`src/rtl/vpd_cap_bridge_if.sv`:
```
// Host-side capability bus and wrapper-side cfg_vpd bus for vpd_cap_bridge.
// vpd_cap_if: slave = bridge, master = config decode; vpd_cfg_if: master = bridge, slave = wrapper.
interface vpd_cap_if;
  logic        cap_addr_we;
  logic [14:0] cap_addr_wdata;
  logic        cap_flag_wdata;
  logic        cap_data_we;
  logic [31:0] cap_data_wdata;
  logic        cap_status_clr;
  logic [14:0] cap_vpd_addr;
  logic        cap_vpd_flag;
  logic [31:0] cap_vpd_data;
  logic        cap_busy;
  logic [3:0]  cap_status;

  modport master (
    output cap_addr_we, cap_addr_wdata, cap_flag_wdata,
    output cap_data_we, cap_data_wdata, cap_status_clr,
    input  cap_vpd_addr, cap_vpd_flag, cap_vpd_data,
    input  cap_busy, cap_status
  );

  modport slave (
    input  cap_addr_we, cap_addr_wdata, cap_flag_wdata,
    input  cap_data_we, cap_data_wdata, cap_status_clr,
    output cap_vpd_addr, cap_vpd_flag, cap_vpd_data,
    output cap_busy, cap_status
  );
endinterface

interface vpd_cfg_if;
  logic [14:0] cfg_vpd_addr;
  logic        cfg_vpd_wren;
  logic [31:0] cfg_vpd_wdata;
  logic        cfg_vpd_rden;
  logic [31:0] vpd_cfg_rdata;
  logic        vpd_cfg_done;
  logic        vpd_err_unimplemented_addr;

  modport master (
    output cfg_vpd_addr, cfg_vpd_wren, cfg_vpd_wdata, cfg_vpd_rden,
    input  vpd_cfg_rdata, vpd_cfg_done, vpd_err_unimplemented_addr
  );

  modport slave (
    input  cfg_vpd_addr, cfg_vpd_wren, cfg_vpd_wdata, cfg_vpd_rden,
    output vpd_cfg_rdata, vpd_cfg_done, vpd_err_unimplemented_addr
  );
endinterface

```
`src/rtl/vpd_cap_bridge.sv`:
```
// VPD capability register writes -> level-held cfg_vpd_* request, one outstanding, timeout + sticky status.
// Ports: clock_afu, reset_afu_n (async low), cap (vpd_cap_if.slave), cfg (vpd_cfg_if.master). Option: VPD_WRITE_PROTECT_EN.
module vpd_cap_bridge #(
  parameter int          TIMEOUT_CYCLES = 1024,
  parameter int          TO_WIDTH       = 16,
  parameter logic [14:0] WP_LIMIT       = 15'h0100
) (
  input  logic     clock_afu,
  input  logic     reset_afu_n,
  vpd_cap_if.slave cap,
  vpd_cfg_if.master cfg
);

  typedef enum logic [1:0] {
    IDLE    = 2'd0,
    RD_WAIT = 2'd1,
    WR_WAIT = 2'd2
  } state_t;

  state_t state_q, state_d;

  logic [TO_WIDTH-1:0] cnt_q;
  logic [14:0] addr_q;
  logic        flag_q;
  logic [31:0] data_q;
  logic [3:0]  st_q;
  logic [3:0]  st_set;
  logic        rden_q, rden_d;
  logic        wren_q, wren_d;

  logic busy, start, finish;
  logic fin_done, fin_to, fin_wp;
  logic wp_new, wp_cur;

`ifdef VPD_WRITE_PROTECT_EN
  logic wp_q;

  assign wp_new = cap.cap_addr_wdata < WP_LIMIT;
  assign wp_cur = wp_q;

  always_ff @(posedge clock_afu or negedge reset_afu_n) begin
    if (!reset_afu_n) begin
      wp_q <= 1'b0;
    end else if (start) begin
      wp_q <= cap.cap_flag_wdata & wp_new;
    end
  end
`else
  logic unused_wp;

  assign unused_wp = ^WP_LIMIT;
  assign wp_new    = 1'b0;
  assign wp_cur    = 1'b0;
`endif

  assign busy  = (state_q != IDLE);
  assign start = !busy && cap.cap_addr_we;

  // A protected write finishes on its first wait cycle and ignores done.
  assign fin_wp   = (state_q == WR_WAIT) && wp_cur;
  assign fin_done = busy && !fin_wp && cfg.vpd_cfg_done;
  assign fin_to   = busy && !fin_wp && !cfg.vpd_cfg_done &&
                    (cnt_q == TO_WIDTH'(TIMEOUT_CYCLES - 1));
  assign finish   = fin_wp || fin_done || fin_to;

  always_ff @(posedge clock_afu or negedge reset_afu_n) begin
    if (!reset_afu_n) begin
      state_q <= IDLE;
    end else begin
      state_q <= state_d;
    end
  end

  always_comb begin
    state_d = state_q;
    unique case (state_q)
      IDLE: begin
        if (start) begin
          state_d = cap.cap_flag_wdata ? WR_WAIT : RD_WAIT;
        end
      end
      RD_WAIT, WR_WAIT: begin
        if (finish) begin
          state_d = IDLE;
        end
      end
      default: state_d = IDLE;
    endcase
  end

  always_comb begin
    rden_d = (state_d == RD_WAIT);
    wren_d = (state_d == WR_WAIT) && !(start ? wp_new : wp_cur);
    st_set = {fin_wp,
              busy && (cap.cap_addr_we || cap.cap_data_we),
              fin_to,
              fin_done && cfg.vpd_err_unimplemented_addr};
  end

  always_ff @(posedge clock_afu or negedge reset_afu_n) begin
    if (!reset_afu_n) begin
      cnt_q  <= '0;
      addr_q <= '0;
      flag_q <= 1'b0;
      data_q <= '0;
      st_q   <= '0;
      rden_q <= 1'b0;
      wren_q <= 1'b0;
    end else begin
      rden_q <= rden_d;
      wren_q <= wren_d;
      // set wins over clear
      st_q   <= (st_q & ~{4{cap.cap_status_clr}}) | st_set;
      if (start) begin
        cnt_q <= '0;
      end else if (busy) begin
        cnt_q <= cnt_q + TO_WIDTH'(1);
      end
      if (!busy && cap.cap_data_we) begin
        data_q <= cap.cap_data_wdata;
      end
      if (start) begin
        addr_q <= cap.cap_addr_wdata;
        flag_q <= cap.cap_flag_wdata;
      end
      if (finish) begin
        flag_q <= (state_q == RD_WAIT);
      end
      if (finish && state_q == RD_WAIT) begin
        data_q <= (fin_to || cfg.vpd_err_unimplemented_addr) ?
                  32'hFFFF_FFFF : cfg.vpd_cfg_rdata;
      end
    end
  end

  assign cap.cap_vpd_addr  = addr_q;
  assign cap.cap_vpd_flag  = flag_q;
  assign cap.cap_vpd_data  = data_q;
  assign cap.cap_busy      = busy;
  assign cap.cap_status    = st_q;
  assign cfg.cfg_vpd_addr  = addr_q;
  assign cfg.cfg_vpd_wdata = data_q;
  assign cfg.cfg_vpd_rden  = rden_q;
  assign cfg.cfg_vpd_wren  = wren_q;

endmodule

```
`src/flat_wrapper.sv`:
```
// flat-port wrapper written by rule: the top's interface ports become plain ports
module vpd_cap_bridge_flat 
#(
  parameter int          TIMEOUT_CYCLES = 1024,
  parameter int          TO_WIDTH       = 16,
  parameter logic [14:0] WP_LIMIT       = 15'h0100
)
  (clock_afu, reset_afu_n, cap_cap_addr_we, cap_cap_addr_wdata, cap_cap_flag_wdata, cap_cap_data_we, cap_cap_data_wdata, cap_cap_status_clr, cap_cap_vpd_addr, cap_cap_vpd_flag, cap_cap_vpd_data, cap_cap_busy, cap_cap_status, cfg_cfg_vpd_addr, cfg_cfg_vpd_wren, cfg_cfg_vpd_wdata, cfg_cfg_vpd_rden, cfg_vpd_cfg_rdata, cfg_vpd_cfg_done, cfg_vpd_err_unimplemented_addr);
  vpd_cap_if cap_i ();
  vpd_cfg_if cfg_i ();
  input  logic clock_afu;
  input  logic reset_afu_n;
  input wire logic [$bits(cap_i.cap_addr_we)-1:0] cap_cap_addr_we;
  input wire logic [$bits(cap_i.cap_addr_wdata)-1:0] cap_cap_addr_wdata;
  input wire logic [$bits(cap_i.cap_flag_wdata)-1:0] cap_cap_flag_wdata;
  input wire logic [$bits(cap_i.cap_data_we)-1:0] cap_cap_data_we;
  input wire logic [$bits(cap_i.cap_data_wdata)-1:0] cap_cap_data_wdata;
  input wire logic [$bits(cap_i.cap_status_clr)-1:0] cap_cap_status_clr;
  output wire logic [$bits(cap_i.cap_vpd_addr)-1:0] cap_cap_vpd_addr;
  output wire logic [$bits(cap_i.cap_vpd_flag)-1:0] cap_cap_vpd_flag;
  output wire logic [$bits(cap_i.cap_vpd_data)-1:0] cap_cap_vpd_data;
  output wire logic [$bits(cap_i.cap_busy)-1:0] cap_cap_busy;
  output wire logic [$bits(cap_i.cap_status)-1:0] cap_cap_status;
  output wire logic [$bits(cfg_i.cfg_vpd_addr)-1:0] cfg_cfg_vpd_addr;
  output wire logic [$bits(cfg_i.cfg_vpd_wren)-1:0] cfg_cfg_vpd_wren;
  output wire logic [$bits(cfg_i.cfg_vpd_wdata)-1:0] cfg_cfg_vpd_wdata;
  output wire logic [$bits(cfg_i.cfg_vpd_rden)-1:0] cfg_cfg_vpd_rden;
  input wire logic [$bits(cfg_i.vpd_cfg_rdata)-1:0] cfg_vpd_cfg_rdata;
  input wire logic [$bits(cfg_i.vpd_cfg_done)-1:0] cfg_vpd_cfg_done;
  input wire logic [$bits(cfg_i.vpd_err_unimplemented_addr)-1:0] cfg_vpd_err_unimplemented_addr;
  assign cap_i.cap_addr_we = cap_cap_addr_we;
  assign cap_i.cap_addr_wdata = cap_cap_addr_wdata;
  assign cap_i.cap_flag_wdata = cap_cap_flag_wdata;
  assign cap_i.cap_data_we = cap_cap_data_we;
  assign cap_i.cap_data_wdata = cap_cap_data_wdata;
  assign cap_i.cap_status_clr = cap_cap_status_clr;
  assign cap_cap_vpd_addr = cap_i.cap_vpd_addr;
  assign cap_cap_vpd_flag = cap_i.cap_vpd_flag;
  assign cap_cap_vpd_data = cap_i.cap_vpd_data;
  assign cap_cap_busy = cap_i.cap_busy;
  assign cap_cap_status = cap_i.cap_status;
  assign cfg_cfg_vpd_addr = cfg_i.cfg_vpd_addr;
  assign cfg_cfg_vpd_wren = cfg_i.cfg_vpd_wren;
  assign cfg_cfg_vpd_wdata = cfg_i.cfg_vpd_wdata;
  assign cfg_cfg_vpd_rden = cfg_i.cfg_vpd_rden;
  assign cfg_i.vpd_cfg_rdata = cfg_vpd_cfg_rdata;
  assign cfg_i.vpd_cfg_done = cfg_vpd_cfg_done;
  assign cfg_i.vpd_err_unimplemented_addr = cfg_vpd_err_unimplemented_addr;
  vpd_cap_bridge #(.TIMEOUT_CYCLES(TIMEOUT_CYCLES), .TO_WIDTH(TO_WIDTH), .WP_LIMIT(WP_LIMIT)) u_core (.clock_afu(clock_afu), .reset_afu_n(reset_afu_n), .cap(cap_i), .cfg(cfg_i));
endmodule
```
`config.mk`:
```
export PLATFORM = sky130hd
export DESIGN_NAME = vpd_cap_bridge_flat
export DESIGN_NICKNAME = d
export VERILOG_FILES = /design/src/rtl/vpd_cap_bridge_if.sv /design/src/rtl/vpd_cap_bridge.sv /design/src/flat_wrapper.sv
export SDC_FILE = /design/constraint.sdc
export NUM_CORES = 1
export LEC_CHECK = 0
export CAP_MARGIN = 20
export CORE_ASPECT_RATIO = 1.5
export CORE_MARGIN = 2
export CORE_UTILIZATION = 37
export DETAILED_ROUTE_END_ITERATION = 10
export PLACE_DENSITY_LB_ADDON = 0.15
export SLEW_MARGIN = 20
export SYNTH_ARGS = -nofsm -noshare
export SYNTH_HDL_FRONTEND = slang
export SYNTH_SLANG_ARGS = --single-unit
export TNS_END_PERCENT = 30
```
`constraint.sdc`:
```
create_clock -name clock_afu -period 1.8 [get_ports clock_afu]
set_input_delay 0.36 -clock clock_afu [delete_from_list [all_inputs] [get_ports clock_afu]]
set_output_delay 0.36 -clock clock_afu [all_outputs]
set_load 0.01 [all_outputs]
```
* Word-level counts from Yosys, hierarchy flattened
Cells that the tools add are included.
** Operators by class
- $add $sub $neg :: 1
- Eq/ne operators :: 5
- Mux-type cells :: 11
- Bitwise operators :: 3
- Reductions and logical operators :: 19
** Operator list (count)
- two-way mux 32 bit :: 3
- two-way mux 16 bit :: 2
- adder 16 x 1 -> 16 bit (second input constant) :: 1
- equality test 16 x 10 -> 1 bit (second input constant) :: 1
- logical AND 1 bit :: 8
- nonzero test 2 bit :: 4
- two-way mux 2 bit :: 3
- bitwise AND 4 bit :: 1
- equality test 2 x 1 -> 1 bit (second input constant) :: 2
- equality test 2 bit (second input constant) :: 2
- NOT 4 bit :: 1
- OR 4 x 3 -> 4 bit :: 1
- case mux 2 bit (2 select lines) :: 1
- logical OR 1 bit :: 3
- zero test 1 bit :: 2
- zero test 2 bit :: 1
- two-way mux 1 bit :: 2
- OR reduction 2 bit :: 1
** Storage, ports and cells
- Bits in registers :: 72
- Input bits :: 87
- Output and inout port bits :: 102
- Word-level logic and storage cells :: 47

* Logic depth before layout (Yosys ltp)
Gate-level depths: netlist of the first run.
- Depth after elaboration :: 7
- Mapped depth :: 9
- Depth with buffers taken out :: 6

* Worst setup path before layout of the first run
OpenSTA, ideal clock, no wires.
- Kind :: register -> register
- Start point :: reg u_core.state_q[0]
- End point :: reg u_core.cnt_q[15]
- Library setup time :: 0.127 ns
- Arrival time :: 1.653 ns
- Data required time :: 1.673 ns
- Path slack :: 0.020 ns
- Cell stages (with the launch flop) :: 8
- Path buffers :: 1
- Clock period less this slack :: 1.780 ns
- Path through :: dfrtp_1 inv_1 ha_1 nand4b_1 or4_4 buf_6 o211ai_2 o31ai_2
** On the way
- Longest elaborated chain between the ends :: 4
- Elaborated cells between the ends (all ways) :: 5
- Those cells by class :: mux: 1; reduce/logical: 4
** Ends and longest elaborated chain
- start: declaration :: line vpd_cap_bridge.sv:20 : state_t state_q, state_d;
- start signal: assignment :: line vpd_cap_bridge.sv:70 : state_q <= state_d;
- nonzero test 2 bit (*) :: line vpd_cap_bridge.sv:56 : assign busy = (state_q != IDLE);
- zero test 1 bit :: line vpd_cap_bridge.sv:57 : assign start = !busy && cap.cap_addr_we;
- logical AND 1 bit :: line vpd_cap_bridge.sv:57
- two-way mux 16 bit or nonzero test 2 bit (tied branches)
- end signal: assignment :: line vpd_cap_bridge.sv:117 : cnt_q <= cnt_q + TO_WIDTH'(1);
- end: declaration :: line vpd_cap_bridge.sv:22 : logic [TO_WIDTH-1:0] cnt_q;
Mark *: on every way between the ends. The rest lies on a longest branch, timed or not.
A chain may end at the register's enable or synchronous reset.

* Worst setup path in the final report of the first run
Ends and elaborated chain as after synthesis.

==> reports/qor.yml, run 1 <==
ant_nets: 0
via_per_inst: 5.03
clockRootBuffer: "clkbuf_16"
grt_max_degree: 52
grt_overflow_total: 0
critPathMaxFanout: 7
highest_layer: "met4"
antenna_found_initial: 0
grt_pass1_vias: 3047
worstPathArrival_ps: 1940
numClockSinks: 72
syn_inst: 350
dr_total_vias: 3164
fin_nets: 598
synth_adder_area_share_pct: 1.33
endpoint_kind: "register"
met3_wirelength_um: 647
rows: 45
setup_viol: 0
start_kind: "register"
dpl.hpwl_um: 7340
reg2reg_setup_slack_ps: 80
n_antenna_cell: 0
drc: 0
synth_edf_count: 0
tightest_slew_ps: 336
maxSlewHeadroom_pct: 77.4
path_clk_slew_ps: 60
drt_iter0_drc: 108
grt_usage_pct: 18.0
rsz0062_at_grt: "yes"
pwr-share-comb_pct: 52.6
area_delta_synth_final_pct: 56.3
p_int_mw: 6.34
dieWidth_um: 86.4
synth_simple_gate_area_share_pct: 11.8
ys_types: 44
synth_top_family_by_area: "multiplexers"
syn_area_um2: 3770
drt-pass1-iter-count: 4
skew_ps: 7.18
irDropWorstVdd_v: 0.000811
place_congestion: 0.783
yosys_warnings: 0
drv_cap: 0
synth_xor_area_share_pct: 0
p_switching_mw: 3.09
status: "complete, no violations"
cp.required_ps: 2010
fin_crit_sh_pct: 95.7
clkLatencyLatePin_ps: 330
ys_seq_area_share_pct: 47.8
p_per_area_nw_per_um2: 1600
synthMuxAreaShare_pct: 15.7
setup.worst_path.start: "u_core.state_q[0]"
p_leak_nw: 2.61
finalWirelength_um: 10000
syn_nets: 441
wl_met1_um: 4100
grt_pass1_wl_um: 15500
htree_levels: 3
ys_ff_latch: 72
worstReg2RegStart: "u_core.state_q[0]"
p_seq_share_pct: 29.6
tritoncts: "built"
ys_async_sr_fraction_pct: 100
synth_compound_area_share_pct: 10.2
finalHoldViolations: 0
drv_slew: 0
worstSetupPathType: "reg -> reg"
wl_per_cell_um: 15.9
layout-drive-gt1-share_pct: 15.8
ios: 189
clockPowerShare_pct: 17.8
numCtsBuffers: 9
wl_met2_um: 5120
die-height_um: 128
clk_path_buf_depth: 2
holdWs_ps: 462
total_power_mw: 9.43
nFillCells: 890
core_um2: 10000
syn_avg_cell_area_um2: 10.8
fmax_mhz: 581
hold_class: "in -> async"
ys.flop_type: "dfrtp_1"
min_period_ps: 1720
p_sw_share_pct: 32.8
start_util_pct: 37.6
numPortBuffers: 188
die_area_um2: 11000
## synthesized netlist by cell type (2+ instances only)
cell type	n	area (µm²)
ha_1	4	50.1
and3_1	2	12.5
o31ai_1	2	15.0
o21ai_0	5	25.0
a21oi_1	4	20.0
nand4_1	2	12.5
clkbuf_1	3	11.3
inv_1	7	26.3
nand3_1	5	25.0
nand2_1	22	82.6
buf_6	5	56.3
nor2b_1	4	25.0
buf_4	47	353
buf_1	2	7.51
mux2i_1	40	400
a31oi_1	33	206
buf_2	8	40.0
o22ai_1	2	12.5
dfrtp_1	72	1800
o211ai_2	3	37.5
mux2_2	17	191
and2_2	2	15.0
nor2_1	38	143
## layer usage
layer,vias up,GRT usage (%)
li1,1497,-
met4,0,6.62
met5,-,0
met2,132,30.8
met3,10,4.44
met1,1525,21.7
## cell usage in the layout, fill, tap and decap left out, types with 2 or more instances in the layout
cell             Yosys  final
o22ai_1              2      2
nand2_1             22     21
buf_4               47     18
nor2_1              38     38
mux2i_1             40     40
mux2_2              17     17
o31ai_1              2      2
nand4_1              2      2
ha_1                 4      2
clkbuf_8             0      2
clkbuf_16            0      9
dfrtp_1             72     72
inv_2                0      2
and3_1               2      2
and2_2               2      2
o211ai_2             3      3
clkdlybuf4s50_1      0    186
nand3_1              5      4
a21oi_1              4      4
clkinv_2             0      3
nand2_2              1      2
a31oi_1             33     33
o21ai_0              5      5
nor2b_1              4      2
inv_1                7      5
buf_12               0      6
## stage by stage
stage                     instance area (µm²)  util, %  std cells  setup slack, ps  setup TNS, ps
after global placement                   5570     55.6        611             -120          -3250
after detailed placement                 5570     55.6        611             -131          -3920
after global routing                     5890     58.8        629            -25.2          -62.4
after CTS                                5880     58.6        628            -3.19          -3.19
final                                    5890     58.8        629             77.7              0
after floorplan                          3770        -        350             20.3              0
## critical path, cell delays in order, from the launching register on
cell,delay [ps]
dfrtp_1,370
inv_2,50
ha_4,170
nand4b_1,210
or4_4,520
o211ai_2,200
o31ai_2,80
## timing repair
| item | in CTS | in global routing |
|---|---|---|
| resized for setup | 7 | 5 |
| hold buffers | 1 | 0 |
| endpoints found under the setup margin | 39 | 38 |
| buffers inserted | 0 | 1 |
| endpoints found under the hold margin | 21 | 0 |
## path summary, 6_finish.rpt
kind / to / cells past startpoint
setup / recovery: u_core.cnt_q[15] / 6
hold / removal: u_core.cap.cap_vpd_data[8] / 2
setup reg to reg: u_core.cnt_q[15] / 6
hold reg to reg: u_core.cap.cap_status[3] / 1
max in group asynchronous: u_core.cap.cap_vpd_data[0] / 3
min in group clock_afu: u_core.cap.cap_status[3] / 1
## power by group through the flow
stage / logic [mW] / clock network, mW / registers (mW)
finish: 4.97 / 1.68 / 2.79
global route: 5.32 / 1.79 / 2.89
CTS: 5.00 / 1.73 / 2.81
detailed placement: 4.95 / 0 / 2.82
global placement: 4.91 / 0 / 2.79
floorplan: 2.42 / 0 / 3.01
## layout make-up
class | count | area [µm²] | share of cell area [%]
clock buffers | 11 | 253 | 4.29
clock inverters | 5 | 31.3 | 0.531
inverters | 7 | 26.3 | 0.446
multi-input cells | 205 | 1500 | 25.5
flip-flops and latches | 72 | 1800 | 30.6
well taps | 117 | 146 | 2.48
repair buffers | 212 | 2130 | 36.2
## cells by family (layout without fill, tap and decap cells)
| group | Yosys count | after routing |
|---|---|---|
| and+or+nand+nor | 88 | 88 |
| muxes | 57 | 57 |
| AOI/OAI and AO/OA | 56 | 56 |
| buffers and inverters | 73 | 235 |
| adders and majority gates | 4 | 4 |
| DFF | 72 | 72 |
## state kept, by name, summed over array words and instances, names as in the netlist
signal / cells
u_core.cap.cap_vpd_data: 32
u_core.cnt_q: 16
u_core.cap.cap_vpd_flag: 1
u_core.cap.cap_status: 4
u_core.cfg.cfg_vpd_rden: 1
u_core.cap.cap_vpd_addr: 15
u_core.cfg.cfg_vpd_wren: 1
u_core.state_q: 2
Note: power is estimated with default switching activity, not from simulation.
==> run 2: changes to the inputs <==
==> constraint.sdc (replaced) <==
create_clock -name clock_afu -period 1.45 [get_ports clock_afu]
set_input_delay 0.29 -clock clock_afu [delete_from_list [all_inputs] [get_ports clock_afu]]
set_output_delay 0.29 -clock clock_afu [all_outputs]
set_load 0.01 [all_outputs]
==> reports/qor.yml, run 2 (same netlist as run 1, synthesis figures left out) <==
min_period_ps: 1750  # was 1720 ps
numCtsBuffers: 9  # unchanged
violations: "negative hold slack, negative setup slack"
reg2reg_to: "u_core.cap.cap_vpd_data[5]"  # was u_core.cnt_q[15]
setup_tns_ps: -11380  # was 0 ps
ios: 189  # unchanged
max_stage_delay_ps: 360  # was 520 ps
final_common_cell: "dlygate4sd2_1"  # was clkdlybuf4s50_1
regArea_um2: 1800  # unchanged
drv_slew: 0  # unchanged
fin_nets: 632  # was 598
ant_nets: 0  # unchanged
place_congestion: 0.803  # was 0.783
tritoncts: "built"  # unchanged
setup_viol: 64  # was 0
grt_pass1_vias: 3425  # was 3047
worstPathArrival_ps: 2000  # was 1940 ps
grt_max_degree: 73  # was 52
layoutNonFillerInstCount: 663  # was 629
drv_cap: 0  # unchanged
clockRootBuffer: "clkbuf_16"  # unchanged
path_cells: "inv_2, ha_4, buf_6, nor2b_4, and3_4, nand3_4, buf_6, clkbuf_16, a31oi_1"  # was inv_2, ha_4, nand4b_1, or4_4, o211ai_2, o31ai_2
setup_ws_ps: -303  # was 77.7 ps
htree_levels: 3  # unchanged
setup.worst_path.start: "u_core.state_q[1]"  # was u_core.state_q[0]
n_antenna_cell: 0  # unchanged
dpl.hpwl_um: 7560  # was 7340 µm
fmax_mhz: 570  # was 581 MHz
dieWidth_um: 86.4  # unchanged
endpoint_kind: "register"  # unchanged
holdWs_ps: -40.6  # was 462 ps
clk_path_buf_depth: 2  # unchanged
die_area_um2: 11000  # unchanged
nFillCells: 804  # was 890
critPathMaxFanout: 8  # was 7
grt_pass1_wl_um: 17700  # was 15500 µm
grt_usage_pct: 20.8  # was 18.0%
start_kind: "register"  # unchanged
drc: 0  # unchanged
grt_overflow_total: 0  # unchanged
layout-drive-gt1-share_pct: 29.5  # was 15.8%
p_leak_nw: 3.07  # was 2.61 nW
clkLatencyLatePin_ps: 330  # about the same
drt-pass1-iter-count: 4  # unchanged
largest_reg_flops: 32  # unchanged
rsz0062_at_grt: "yes"  # unchanged
area_delta_synth_final_pct: 77.6  # was 56.3%
finalHoldViolations: 16  # was 0
total_power_mw: 12.5  # was 9.43 mW
post-place-ws_ps: -382  # was -131 ps
cts_hold_buffers: 0  # was 1
rr_worst_depth: 9  # was 6
die-height_um: 128  # unchanged
numPortBuffers: 188  # unchanged
maxSlewHeadroom_pct: 71.4  # was 77.4%
antenna_found_initial: 0  # unchanged
dp_cells: 629  # was 611
start_util_pct: 37.6  # unchanged
critPathMostFrequentCell: "buf_6"
drt_iter0_drc: 109  # was 108
worstSetupPathType: "reg -> reg"  # unchanged
final_cell_mix: "dlygate4sd2_1 (101), clkdlybuf4s50_1 (85), dfrtp_1 (72), buf_4 (39), nor2_1 (29)"  # was clkdlybuf4s50_1 (186), dfrtp_1 (72), mux2i_1 (40), nor2_1 (38), a31oi_1 (33)
via_per_inst: 5.10  # was 5.03
numClockSinks: 72  # unchanged
irDropWorstVdd_v: 0.000857  # was 0.000811 V
hold_class: "in -> async"  # unchanged
multi_input_area_um2: 2020  # was 1500 µm²
reg2reg_setup_slack_ps: -300  # was 80 ps
status: "complete, but fails checks"  # was complete, no violations
cp.required_ps: 1690  # was 2010 ps
slowest_stage: "dfrtp_1"  # was or4_4
fin_crit_sh_pct: 121  # was 95.7%
p_per_area_nw_per_um2: 1860  # was 1600 nW/µm²
worstReg2RegStart: "u_core.state_q[1]"  # was u_core.state_q[0]
path_clk_slew_ps: 60  # about the same
dr_total_vias: 3384  # was 3164
skew_ps: 5.57  # was 7.18 ps
wl_per_cell_um: 18.0  # was 15.9 µm
tightest_slew_ps: 429  # was 336 ps
finalWirelength_um: 11900  # was 10000 µm
rows: 45  # unchanged
core_um2: 10000  # unchanged
-- run 2: cell types whose count changed in the layout (fill, tap and decap cells not counted), moves of 15 or more --
| cell | delta |
|---|---|
| buf_4 | +21 |
| a31oi_1 | -17 |
| clkdlybuf4s50_1 | -101 |
| dlygate4sd2_1 | +101 |
| a31oi_4 | +15 |
-- run 2: worst max-delay path by stage --
stage | slack (ps) | depth (start not counted) | to
finish | -300 | 9 | u_core.cap.cap_vpd_data[5]
global route | -350 | 6 | u_core.cnt_q[15]
CTS | -280 | 6 | u_core.cnt_q[15]
detailed placement | -380 | 6 | u_core.cfg.cfg_vpd_wren
global placement | -340 | 6 | u_core.cfg.cfg_vpd_wren
floorplan | -320 | 7 | u_core.cnt_q[15]
-- run 2: worst max-delay path, delay by kind of cell, from the launching register on --
family,cells,cell delay [ps]
fa+ha+maj,1,180
compound gates,1,150
buf+inv,4,500
simple gates,3,470
flops,1,360
-- run 2: area by class of cell --
type | instances | share of cell area [%]
timing repair buffer | 246 | 35.8
multi-input combinational | 205 | 30.2
sequential | 72 | 26.9
clock buffer | 13 | 3.88
tap | 117 | 2.18
clock inverter | 3 | 0.597
inverter | 7 | 0.392
-- run 2: power breakdown --
part | total, mW | internal (mW) | switching (mW) | leakage (nW)
Combinational | 6.72 | 3.85 | 2.88 | 2.04
Clock | 2.24 | 1.42 | 0.816 | 0.150
Sequential | 3.50 | 2.83 | 0.671 | 0.877
Total | 12.5 | 8.10 | 4.36 | 3.07
-- run 2: through the flow --
stage	util, %	cell area, µm²
3_5_place_dp	57.1	5720
4_1_cts	62.0	6210
2_1_floorplan	-	3810
6_report	66.9	6700
5_1_grt	66.9	6700
3_3_place_gp	57.1	5720
-- run 2: metal layers --
metal | global-route usage (%) | wire length, µm
met2 | 38.1 | 6470
met1 | 23.0 | 4350
met3 | 3.67 | 762
met5 | 0 | 0
met4 | 9.38 | 335
-- run 2: what timing repair did --
action,CTS,global route
setup buffers,6,7
pin swaps,2,8
setup endpoints to repair,166,67
cloned,4,2
gates resized for setup,130,74
==> run 3: changes to the inputs <==
--- a/config.mk
+++ b/config.mk
@@ -11,6 +11,7 @@
 export CORE_UTILIZATION = 37
 export DETAILED_ROUTE_END_ITERATION = 10
 export PLACE_DENSITY_LB_ADDON = 0.15
+export SKIP_CTS_REPAIR_TIMING = 1
 export SLEW_MARGIN = 20
 export SYNTH_ARGS = -nofsm -noshare
 export SYNTH_HDL_FRONTEND = slang
==> reports/qor.yml, run 3 (same netlist as run 1, synthesis figures left out) <==
status: "complete, but fails checks"  # unchanged
violations: "negative hold slack, negative setup slack"  # unchanged
dr_total_vias: 3401  # was 3384
die-height_um: 128  # unchanged
area_delta_synth_final_pct: 82.8  # was 77.6%
drc: 0  # unchanged
critPathMaxFanout: 8  # unchanged
grt_pass1_wl_um: 16500  # was 17700 µm
finalWirelength_um: 11900  # about the same
numClockSinks: 72  # unchanged
grt_max_degree: 73  # unchanged
skew_ps: 6.50  # was 5.57 ps
endpoint_kind: "register"  # unchanged
setup_tns_ps: -11150  # was -11380 ps
tritoncts: "built"  # unchanged
wl_per_cell_um: 18.1  # was 18.0 µm
rsz0062_at_grt: "yes"  # unchanged
finalHoldViolations: 14  # was 16
numCtsBuffers: 9  # unchanged
place_congestion: 0.803  # unchanged
htree_levels: 3  # unchanged
n_antenna_cell: 0  # unchanged
clockRootBuffer: "clkbuf_16"  # unchanged
finalCoreUtilization_pct: 68.8  # was 66.9%
irDropWorstVdd_v: 0.000922  # was 0.000857 V
numPortBuffers: 188  # unchanged
setup_ws_ps: -284  # was -303 ps
p_per_area_nw_per_um2: 1840  # was 1860 nW/µm²
dieWidth_um: 86.4  # unchanged
stdcell_area_um2: 6890  # was 6700 µm²
rows: 45  # unchanged
layout-drive-gt1-share_pct: 26.9  # was 29.5%
via_per_inst: 5.16  # was 5.10
fmax_mhz: 577  # was 570 MHz
holdWs_ps: -12.6  # was -40.6 ps
fin_crit_sh_pct: 120  # was 121%
ant_nets: 0  # unchanged
antenna_found_initial: 0  # unchanged
nFillCells: 716  # was 804
clkLatencyLatePin_ps: 330  # about the same
path_clk_slew_ps: 60  # about the same
worstPathArrival_ps: 1940  # was 2000 ps
clk_path_buf_depth: 2  # unchanged
maxSlewHeadroom_pct: 73.2  # was 71.4%
largest_reg_flops: 32  # unchanged
final_cell_mix: "dlymetal6s2s_1 (101), clkdlybuf4s50_1 (85), dfrtp_1 (72), nor2_1 (37), buf_4 (37)"  # was dlygate4sd2_1 (101), clkdlybuf4s50_1 (85), dfrtp_1 (72), buf_4 (39), nor2_1 (29)
die_area_um2: 11000  # unchanged
ios: 189  # unchanged
worstReg2RegStart: "u_core.state_q[1]"  # unchanged
drt-pass1-iter-count: 5  # was 4
min_period_ps: 1730  # was 1750 ps
core_um2: 10000  # unchanged
tightest_slew_ps: 400  # was 429 ps
setup.worst_path.start: "u_core.state_q[1]"  # unchanged
cp.required_ps: 1660  # was 1690 ps
worstSetupPathType: "reg -> reg"  # unchanged
p_leak_nw: 3.77  # was 3.07 nW
setup_viol: 62  # was 64
grt_overflow_total: 0  # unchanged
drv_slew: 0  # unchanged
fin_nets: 628  # was 632
grt_usage_pct: 19.1  # was 20.8%
grt_pass1_vias: 3319  # was 3425
dpl.hpwl_um: 7560  # unchanged
drv_cap: 0  # unchanged
hold_class: "in -> async"  # unchanged
final_common_cell: "dlymetal6s2s_1"  # was dlygate4sd2_1
start_util_pct: 37.6  # unchanged
drt_iter0_drc: 115  # was 109
placed_area_um2: 5720  # unchanged
start_kind: "register"  # unchanged
run 3: final timing paths:
check                                             end  slack [ps]  cells after the start
setup / recovery                     u_core.cnt_q[11]        -280                      6
hold / removal             u_core.cap.cap_vpd_data[3]         -10                      2
setup reg to reg                     u_core.cnt_q[11]        -280                      6
hold reg to reg              u_core.cap.cap_status[3]         510                      1
max in group asynchronous             u_core.cnt_q[7]        1160                      2
min in group clock_afu       u_core.cap.cap_status[3]         510                      1
run 3: through the flow:
stage | worst slack [ps] | cells | power, mW
after CTS | -504 | 645 | 12.0
after detailed placement | -382 | 629 | 9.75
after global routing | -363 | 659 | 13.3
after global placement | -345 | 629 | 9.64
final | -284 | 659 | 12.7
after floorplan | -316 | 350 | 6.83
run 3: critical path, cell delays in order (launching register included):
cell and delay, ps:
dfrtp_1 360, inv_2 60, ha_4 190, nand4b_1 200, or4_4 520, o211ai_2 190, o31ai_1 100
run 3: per-layer routing:
metal  wire length, µm  GRT usage (%)  share of wire (%)
met2              6500           33.4                 55
met5                 0              0                  0
met3               769           3.35                6.5
met4               270           8.36                2.3
met1              4380           22.7                 37
run 3: cell type report:
class | count | area [µm²] | area share [%]
clock buffer | 13 | 260 | 3.77
clock inverter | 3 | 40.0 | 0.581
inverter | 7 | 26.3 | 0.381
multi-input combinational | 205 | 1880 | 27.3
sequential | 72 | 1800 | 26.1
tap | 117 | 146 | 2.12
timing repair buffer | 242 | 2740 | 39.7
run 3: power by group:
part	internal [mW]	total [mW]	switching, mW	leakage (nW)
Combinational	4.16	6.98	2.82	2.74
Clock	1.42	2.23	0.809	0.150
Sequential	2.83	3.45	0.622	0.877
Total	8.41	12.7	4.25	3.77
